File: src/rtl/multdiv_sequencer.sv
// rtl/multdiv_sequencer.sv - sequences one multiply/divide op from issue to register writeback
// Holds the operands, starts the unit, waits for ready or watchdog expiry, then presents one writeback.
module multdiv_sequencer #(
  parameter int STATUS_REG       = 30,
  parameter int MUL_EXC_CODE     = 4,
  parameter int DIV_EXC_CODE     = 5,
  parameter int TIMEOUT_EXC_CODE = 6,
  parameter int TIMEOUT          = 48
) (
  input  logic        clock,
  input  logic        reset,
  input  logic        issue_mul,
  input  logic        issue_div,
  input  logic [31:0] op_a,
  input  logic [31:0] op_b,
  input  logic [4:0]  rd_in,
  input  logic        flush,
  input  logic [31:0] md_result,
  input  logic        md_exception,
  input  logic        md_rdy,
  output logic        md_start_mul,
  output logic        md_start_div,
  output logic [31:0] md_op_a,
  output logic [31:0] md_op_b,
  output logic        stall,
  output logic        wb_valid,
  output logic [4:0]  wb_rd,
  output logic [31:0] wb_data,
  input  logic        wb_ack
);

  localparam int CW = $clog2(TIMEOUT + 1);
  localparam logic [4:0]  STATUS_RD = 5'(STATUS_REG);
  localparam logic [31:0] MUL_EXC   = 32'(MUL_EXC_CODE);
  localparam logic [31:0] DIV_EXC   = 32'(DIV_EXC_CODE);
  localparam logic [31:0] TMO_EXC   = 32'(TIMEOUT_EXC_CODE);

  typedef enum logic [1:0] {IDLE, START, BUSY, WB} state_t;

  state_t          state_q, state_d;
  logic            is_mul_q, is_mul_d;
  logic [4:0]      rd_q, rd_d;
  logic [CW-1:0]   cnt_q, cnt_d;
  logic            md_start_mul_q, md_start_mul_d;
  logic            md_start_div_q, md_start_div_d;
  logic [31:0]     md_op_a_q, md_op_a_d;
  logic [31:0]     md_op_b_q, md_op_b_d;
  logic            stall_q, stall_d;
  logic            wb_valid_q, wb_valid_d;
  logic [4:0]      wb_rd_q, wb_rd_d;
  logic [31:0]     wb_data_q, wb_data_d;

  always_comb begin
    state_d        = state_q;
    is_mul_d       = is_mul_q;
    rd_d           = rd_q;
    cnt_d          = cnt_q;
    md_start_mul_d = 1'b0;
    md_start_div_d = 1'b0;
    md_op_a_d      = md_op_a_q;
    md_op_b_d      = md_op_b_q;
    wb_valid_d     = wb_valid_q;
    wb_rd_d        = wb_rd_q;
    wb_data_d      = wb_data_q;

    case (state_q)
      IDLE: begin
        if (issue_mul || issue_div) begin
          state_d        = START;
          is_mul_d       = issue_mul;
          rd_d           = rd_in;
          md_op_a_d      = op_a;
          md_op_b_d      = op_b;
          md_start_mul_d = issue_mul;
          md_start_div_d = !issue_mul;
          cnt_d          = '0;
        end
      end
      START: begin
        cnt_d   = '0;
        state_d = flush ? IDLE : BUSY;
      end
      BUSY: begin
        cnt_d = cnt_q + CW'(1);
        // cnt_q == 0 is the first BUSY cycle, where ready may be left over from the previous op
        if (flush) begin
          state_d = IDLE;
        end else if (md_rdy && cnt_q != '0) begin
          state_d    = WB;
          wb_valid_d = 1'b1;
          if (md_exception) begin
            wb_rd_d   = STATUS_RD;
            wb_data_d = is_mul_q ? MUL_EXC : DIV_EXC;
          end else begin
            wb_rd_d   = rd_q;
            wb_data_d = md_result;
          end
        end else if (cnt_q == CW'(TIMEOUT - 1)) begin
          state_d    = WB;
          wb_valid_d = 1'b1;
          wb_rd_d    = STATUS_RD;
          wb_data_d  = TMO_EXC;
        end
      end
      WB: begin
        if (wb_ack) begin
          state_d    = IDLE;
          wb_valid_d = 1'b0;
          wb_rd_d    = '0;
          wb_data_d  = '0;
        end
      end
      default: state_d = IDLE;
    endcase

    stall_d = (state_d != IDLE);
  end

  always_ff @(posedge clock or posedge reset) begin
    if (reset) begin
      state_q        <= IDLE;
      is_mul_q       <= 1'b0;
      rd_q           <= '0;
      cnt_q          <= '0;
      md_start_mul_q <= 1'b0;
      md_start_div_q <= 1'b0;
      md_op_a_q      <= '0;
      md_op_b_q      <= '0;
      stall_q        <= 1'b0;
      wb_valid_q     <= 1'b0;
      wb_rd_q        <= '0;
      wb_data_q      <= '0;
    end else begin
      state_q        <= state_d;
      is_mul_q       <= is_mul_d;
      rd_q           <= rd_d;
      cnt_q          <= cnt_d;
      md_start_mul_q <= md_start_mul_d;
      md_start_div_q <= md_start_div_d;
      md_op_a_q      <= md_op_a_d;
      md_op_b_q      <= md_op_b_d;
      stall_q        <= stall_d;
      wb_valid_q     <= wb_valid_d;
      wb_rd_q        <= wb_rd_d;
      wb_data_q      <= wb_data_d;
    end
  end

  assign md_start_mul = md_start_mul_q;
  assign md_start_div = md_start_div_q;
  assign md_op_a      = md_op_a_q;
  assign md_op_b      = md_op_b_q;
  assign stall        = stall_q;
  assign wb_valid     = wb_valid_q;
  assign wb_rd        = wb_rd_q;
  assign wb_data      = wb_data_q;

endmodule

File: config.mk
export PLATFORM = sky130hd
export DESIGN_NAME = multdiv_sequencer
export DESIGN_NICKNAME = d
export VERILOG_FILES = /design/src/rtl/multdiv_sequencer.sv
export SDC_FILE = /design/constraint.sdc
export NUM_CORES = 1
export LEC_CHECK = 0
export CAP_MARGIN = 20
export CELL_PAD_IN_SITES_DETAIL_PLACEMENT = 1
export CELL_PAD_IN_SITES_GLOBAL_PLACEMENT = 1
export CORE_MARGIN = 5
export CORE_UTILIZATION = 34
export CTS_BUF_LIST = sky130_fd_sc_hd__clkbuf_4 sky130_fd_sc_hd__clkbuf_8 sky130_fd_sc_hd__clkbuf_16
export CTS_CLUSTER_DIAMETER = 50
export DETAILED_ROUTE_END_ITERATION = 8
export PLACE_DENSITY_LB_ADDON = 0.08
export REMOVE_ABC_BUFFERS = 1
export SETUP_SLACK_MARGIN = 0.1
export SLEW_MARGIN = 5
export SYNTH_ARGS = -nofsm -noshare
export SYNTH_HDL_FRONTEND = slang
export SYNTH_SLANG_ARGS = --single-unit
File: constraint.sdc
create_clock -name clock -period 7.6 [get_ports clock]
set_input_delay 1.14 -clock clock [delete_from_list [all_inputs] [get_ports clock]]
set_output_delay 1.14 -clock clock [all_outputs]
set_load 0.05 [all_outputs]
==> flow_summary_export.csv, run 1 <==
group,metric,value,unit
run_status,status,"complete, no violations",
grt,overflow,0,
worst_setup_path,endpoint_kind,"flip-flop",
power,p_leak,3.15,nW
placement,port_buffers,213,
final_layout,nets,635,
yosys,yosysWarnings,0,
yosys,ys_ff_latch,119,
route,vias_per_cell,4.83,
final_layout,n_antenna_cell,0,
yosys,synth.area.top_cells,"dfrtp_1, mux2_2, a22o_1",
die,die_h,126,um
die,ios,214,
placement,dp_hpwl,9590,um
clock_tree,clk_pin_slew_worst_paths,0.05,ns
die,fp-row-count,42,
timing,slew_headroom,39.7,%
route,vias,3440,
timing,final.setup.tns,0,ns
timing,grt_setup_unrepaired,"false",
route,drc,0,
timing,drv_slew,0,
route,wl_per_cell,18.9,um
grt,antenna_found_initial,0,
worst_setup_path,path_cells,"clkdlybuf4s50_1 > o21a_2 > buf_4 > mux2_2",
yosys,avgSynthCellArea,15.0,um2
clock_tree,clk-insertion-delay-late,0.41,ns
grt,grt_max_degree,72,
power,total_power,0.00372,W
clock_tree,cts_resized,0,
placement,gp_congestion,0.755,
worst_setup_path,path_class,"primary input to flip-flop",
grt,first_global_vias,3877,
clock_tree,root_buffer,"clkbuf_16",
clock_tree,cts_setup_buffers,0,
worst_setup_path,slowest_stage,"o21a_2",
clock_tree,cts_buffer_depth,2,
route,drtIter0Drc,158,
yosys,yosysTopAreaCellShare,65.1,%
worst_setup_path,path_delay_family,"buffers and inverters",
route,totalWireLength,13500,um
timing,fmax,0.332,GHz
power,ir_worst_vdd,300,uV
yosys,synth_cells,305,
power,power.density,500,nW/um2
die,coreArea,13200,um2
flow_run,max-cap-violations,0,
worst_setup_path,max_stage_delay,0.66,ns
clock_tree,cts_buffers,17,
timing,fin_crit_sh,39.6,%
hold_path,hold_path_class,"flip-flop to flip-flop",
timing,fin_crit,3.01,ns
clock_tree,cts_hold_buffers,0,
worst_setup_path,arrival,3.30,ns
final_layout,drive_gt1_share,20.5,%
timing,skew,0.00773,ns
timing,tightestPinTransition,0.905,ns
die,die_area,15900,um2
grt,grt_pass1_wl,21500,um
yosys,yosysUniqueCellTypes,33,
final_layout,syn2layout_area_growth,62.8,%
timing,hold_violations,0,
worst_setup_path,crit_fanout,39,
die,die_w,126,um
die,start_util,34.7,%
yosys,synth.largest_area_cell,"dfrtp_1",
clock_tree,clock-sinks,119,
worst_setup_path,worst-path-buf-inv,2,
yosys,synth_sequential_area_ratio,65.1,%
timing,setup_viol,0,
clock_tree,cts_tree,"done",
route,drt_pass1_iterations,4,
clock_tree,htreeDepth,4,
worst_setup_path,start_kind,"primary input",
grt,grtUsageTotal,17.4,%
worst_setup_path,critPathRequiredTime,7.89,ns
route,antenna_left,0,
yosys,synth_area,4570,um2
[cell families after synthesis]
logic type	count (synthesis)	share of synthesized area (%)
and+or+nand+nor	33	3.86
xor gates and xnor gates	2	0.383
muxes	69	17.0
buffers and inverters	22	2.60
AOI/OAI and AO/OA	58	10.5
DFF	119	65.1
adders and majority gates	2	0.547
[power breakdown]
group | internal (W) | switching (W) | leakage [nW]
Clock | 0.000492 | 0.000261 | 0.291
Sequential | 0.000898 | 0.000154 | 1.48
Combinational | 0.000722 | 0.00119 | 1.38
[Yosys cell counts]
master	number
a22o_1	37
o41ai_2	1
buf_4	1
o31a_1	1
nand2_1	7
or2_2	1
nand3_1	3
nor4_1	1
o41a_1	1
dfrtp_1	119
a21boi_0	1
nand2b_1	3
clkbuf_1	5
ha_1	2
and4_1	1
o311ai_2	1
xor2_1	2
nor2_1	6
o21ai_1	2
nor3b_1	2
a21o_1	3
and2_1	1
or3_1	6
a32o_1	1
buf_6	3
nor2b_1	1
or4_1	1
inv_1	5
o21a_1	1
a21oi_1	2
buf_2	8
o21ai_0	7
mux2_2	69
[metal layers]
layer	global-route usage (%)	wire, um
met3	10.0	1560
met4	6.81	263
met1	19.7	5250
met5	0	0
met2	27.2	6410
[metrics by stage]
step                      util (%)  area [um2]  setup WS [ns]  std cells  hold WS, ns
after floorplan                  -        4470           3.30        288        0.450
after global placement        52.1        6870           4.17        681        0.464
after detailed placement      52.1        6870           4.11        681        0.484
after CTS                     56.4        7440           4.56        712        0.496
after global routing          56.4        7440           4.46        712        0.506
final                         56.4        7440           4.59        712        0.492
[sequential cells by signal (all words and copies together), names as in the netlist]
register / cells
cnt_q: 6
is_mul_q: 1
md_op_a: 32
md_op_b: 32
md_start_div: 1
md_start_mul: 1
rd_q: 5
stall: 1
state_q: 2
wb_data: 32
wb_rd: 5
wb_valid: 1
[path summary, 6_finish.rpt]
kind | to | startpoint | slack, ns | cells after the start
setup reg to reg | md_op_b[4] | state_q[0] | 5.10 | 4
hold / removal | wb_data[0] | wb_data[0] | 0.49 | 1
setup / recovery | md_op_b[4] | issue_mul | 4.59 | 4
max in group asynchronous | wb_data[0] | reset | 5.08 | 3
hold reg to reg | wb_data[0] | wb_data[0] | 0.49 | 1
min in group asynchronous | md_op_a[11] | reset | 1.16 | 2
[layout by cell type (no fill, tap or decap), drive strengths merged, types with 2 or more instances in the layout]
cell type      synthesis  routed
a21o                   3       3
a21oi                  2       2
a22o                  37      37
buf                   12       4
clkbuf                 5      29
clkdlybuf4s50          0     213
clkinv                 0       2
dfrtp                119     119
ha                     2       2
inv                    5       5
mux2                  69      69
nand2                  7       7
nand2b                 3       3
nand3                  3       3
nor2                   6       6
nor3b                  2       2
o21ai                  9       9
or3                    6       6
xor2                   2       2
[area by class of cell]
type	count	area (um2)
fill	1294	5750
multi-input combinational	164	1490
sequential	119	2980
clock buffer	29	559
clock inverter	2	10.0
tap	176	220
inverter	5	21.3
timing repair buffer	217	2160
[worst register-to-register path: cells and delay by family (launching register included)]
kind	cells	cell delay, ns
multiplexers	1	0.42
buffers and inverters	1	0.57
AO/OA/AOI/OAI	1	0.69
AND/OR/NAND/NOR	1	0.21
flip-flops	1	0.49
No activity file was read; power rests on OpenSTA's default activity.
==> run 2, diff against run 1 <==
Settings changed: CORE_UTILIZATION 34 to 32.
Clock period 7.6 ns to 2.8 ns, I/O delays scaled along.
==> run 2 against run 1 <==
Net effect:
- cell count up 1.4%
- worst setup slack lost 3.9 ns
- core utilization decreased by 2.0 points
- critical endpoint is now md_op_a[17]
- wire length up 2.3%
- final area up 1.9%
- critical path type is now flip-flop to flip-flop
- die area up 5.7%
- flip-flop and latch count stayed put
- critical path depth stayed put
- register-to-register slack got worse by 4.4 ns
- total power rose to 2.8 times the previous value
- global-route usage shrank 0.23 points
- sequential power increased to 2.7 times the previous value
==> flow_summary_export.csv, run 2 (synthesis gave the netlist of run 1 again) <==
group,metric,value,unit
run_status,status,"complete, no violations",
clock_tree,clk-insertion-delay-late,0.41,ns
placement,place_area,6960,um2
flow_run,max-cap-violations,0,
clock_tree,clock-sinks,119,
timing,tightestPinTransition,0.656,ns
die,coreArea,13900,um2
clock_tree,cts_resized,0,
die,start_util,32.8,%
final_layout,n_antenna_cell,0,
final_layout,postLayoutCellArea,7590,um2
route,drc,0,
die,die_h,130,um
power,p_leak,3.21,nW
timing,grt_setup_unrepaired,"false",
timing,fin_crit_sh,74.0,%
final_layout,postLayoutCoreUtil,54.4,%
worst_setup_path,path_class,"flip-flop to flip-flop",
final_layout,syn2layout_area_growth,66.0,%
worst_setup_path,crit_fanout,36,
power,ir_worst_vdd,806,uV
final_layout,drive_gt1_share,21.4,%
final_layout,final_cell_mix,"clkdlybuf4s50_1, dfrtp_1, mux2_2, a22o_1, clkbuf_16",
final_layout,nets,640,
route,wl_per_cell,19.1,um
route,antenna_left,0,
timing,setup_viol,0,
clock_tree,cts_hold_buffers,0,
placement,dp_cells,690,
clock_tree,root_buffer,"clkbuf_16",
final_layout,final_cells,722,
clock_tree,cts_tree,"done",
grt,grtUsageTotal,17.2,%
timing,fin_crit,2.07,ns
route,totalWireLength,13800,um
power,power.density,1370,nW/um2
route,vias,3448,
grt,antenna_found_initial,0,
clock_tree,cts_buffer_depth,2,
grt,first_global_vias,4050,
worst_setup_path,max_stage_delay,0.52,ns
clock_tree,cts_buffers,17,
final_layout,final_common_cell,"clkdlybuf4s50_1",
worst_setup_path,path_cells,"nor2_1 > o21a_4 > buf_12 > mux2_2",
placement,gp_congestion,0.790,
placement,port_buffers,213,
route,drt_pass1_iterations,6,
timing,slew_headroom,55.8,%
clock_tree,clk_pin_slew_worst_paths,0.05,ns
die,ios,214,
grt,grt_pass1_wl,22000,um
die,die_area,16800,um2
worst_setup_path,critPathRequiredTime,3.09,ns
worst_setup_path,arrival,2.36,ns
worst_setup_path,slowest_stage,"dfrtp_1",
timing,fmax,0.483,GHz
worst_setup_path,endpoint_kind,"flip-flop",
placement,dp_hpwl,10100,um
timing,hold_violations,0,
die,fp-row-count,43,
die,die_w,130,um
final_layout,fill_cells,1375,
timing,skew,0.00662,ns
grt,overflow,0,
clock_tree,htreeDepth,4,
timing,drv_slew,0,
hold_path,hold_path_class,"primary input to async pin",
clock_tree,cts_setup_buffers,0,
route,vias_per_cell,4.78,
worst_setup_path,start_kind,"flip-flop",
route,drtIter0Drc,107,
grt,grt_max_degree,38,
## run 2: path summary, 6_finish.rpt
| path | start | endpoint | slack (ns) | depth (start not counted) |
|---|---|---|---|---|
| setup / recovery | state_q[0] | md_op_a[17] | 0.73 | 4 |
| hold / removal | reset | md_op_b[13] | 0.41 | 2 |
| setup reg to reg | state_q[0] | md_op_a[17] | 0.73 | 4 |
| hold reg to reg | wb_valid | wb_valid | 0.48 | 1 |
| max in group asynchronous | reset | md_op_a[24] | 1.81 | 3 |
| min in group clock | wb_valid | wb_valid | 0.48 | 1 |
## run 2: routing by layer
layer | track usage [%] | up-vias | part of all wire [%]
met4 | 4.95 | 0 | 0.85
met3 | 10.3 | 10 | 13
met5 | 0 | - | 0
met1 | 19.2 | 1720 | 39
met2 | 27.8 | 151 | 48
li1 | - | 1567 | -
## run 2: per-stage QoR
stage	hold WS, ns	setup TNS [ns]	worst slack, ns	total power (W)
2_1_floorplan	0.450	-112.13	-0.777	0.00625
3_3_place_gp	0.461	0	0.613	0.00808
3_5_place_dp	0.479	0	0.553	0.00818
4_1_cts	0.410	0	0.705	0.0105
5_1_grt	0.447	0	0.560	0.0109
6_report	0.413	0	0.728	0.0104
## run 2: final cells by class
type,count,area [um2],share of cell area (%)
Tap cell,180,225,2.97
Clock inverter,8,118,1.55
Timing Repair Buffer,222,2240,29.5
Sequential cell,119,2980,39.2
Multi-Input combinational cell,164,1500,19.8
Clock buffer,24,509,6.71
Inverter,5,21.3,0.280
## run 2: critical path: cells and delay by family (launching register included)
kind,cells,cell delay (ns)
flops,1,0.52
compound gates,1,0.51
mux,1,0.37
simple gates,1,0.26
buf+inv,1,0.26
## run 2: where the power goes
group          internal [W]  switching, W  total (W)  leakage [nW]
logic               0.00200       0.00325    0.00526          1.42
registers           0.00244      0.000422    0.00286          1.48
clock network       0.00153      0.000736    0.00227         0.313
total               0.00597       0.00441     0.0104          3.21
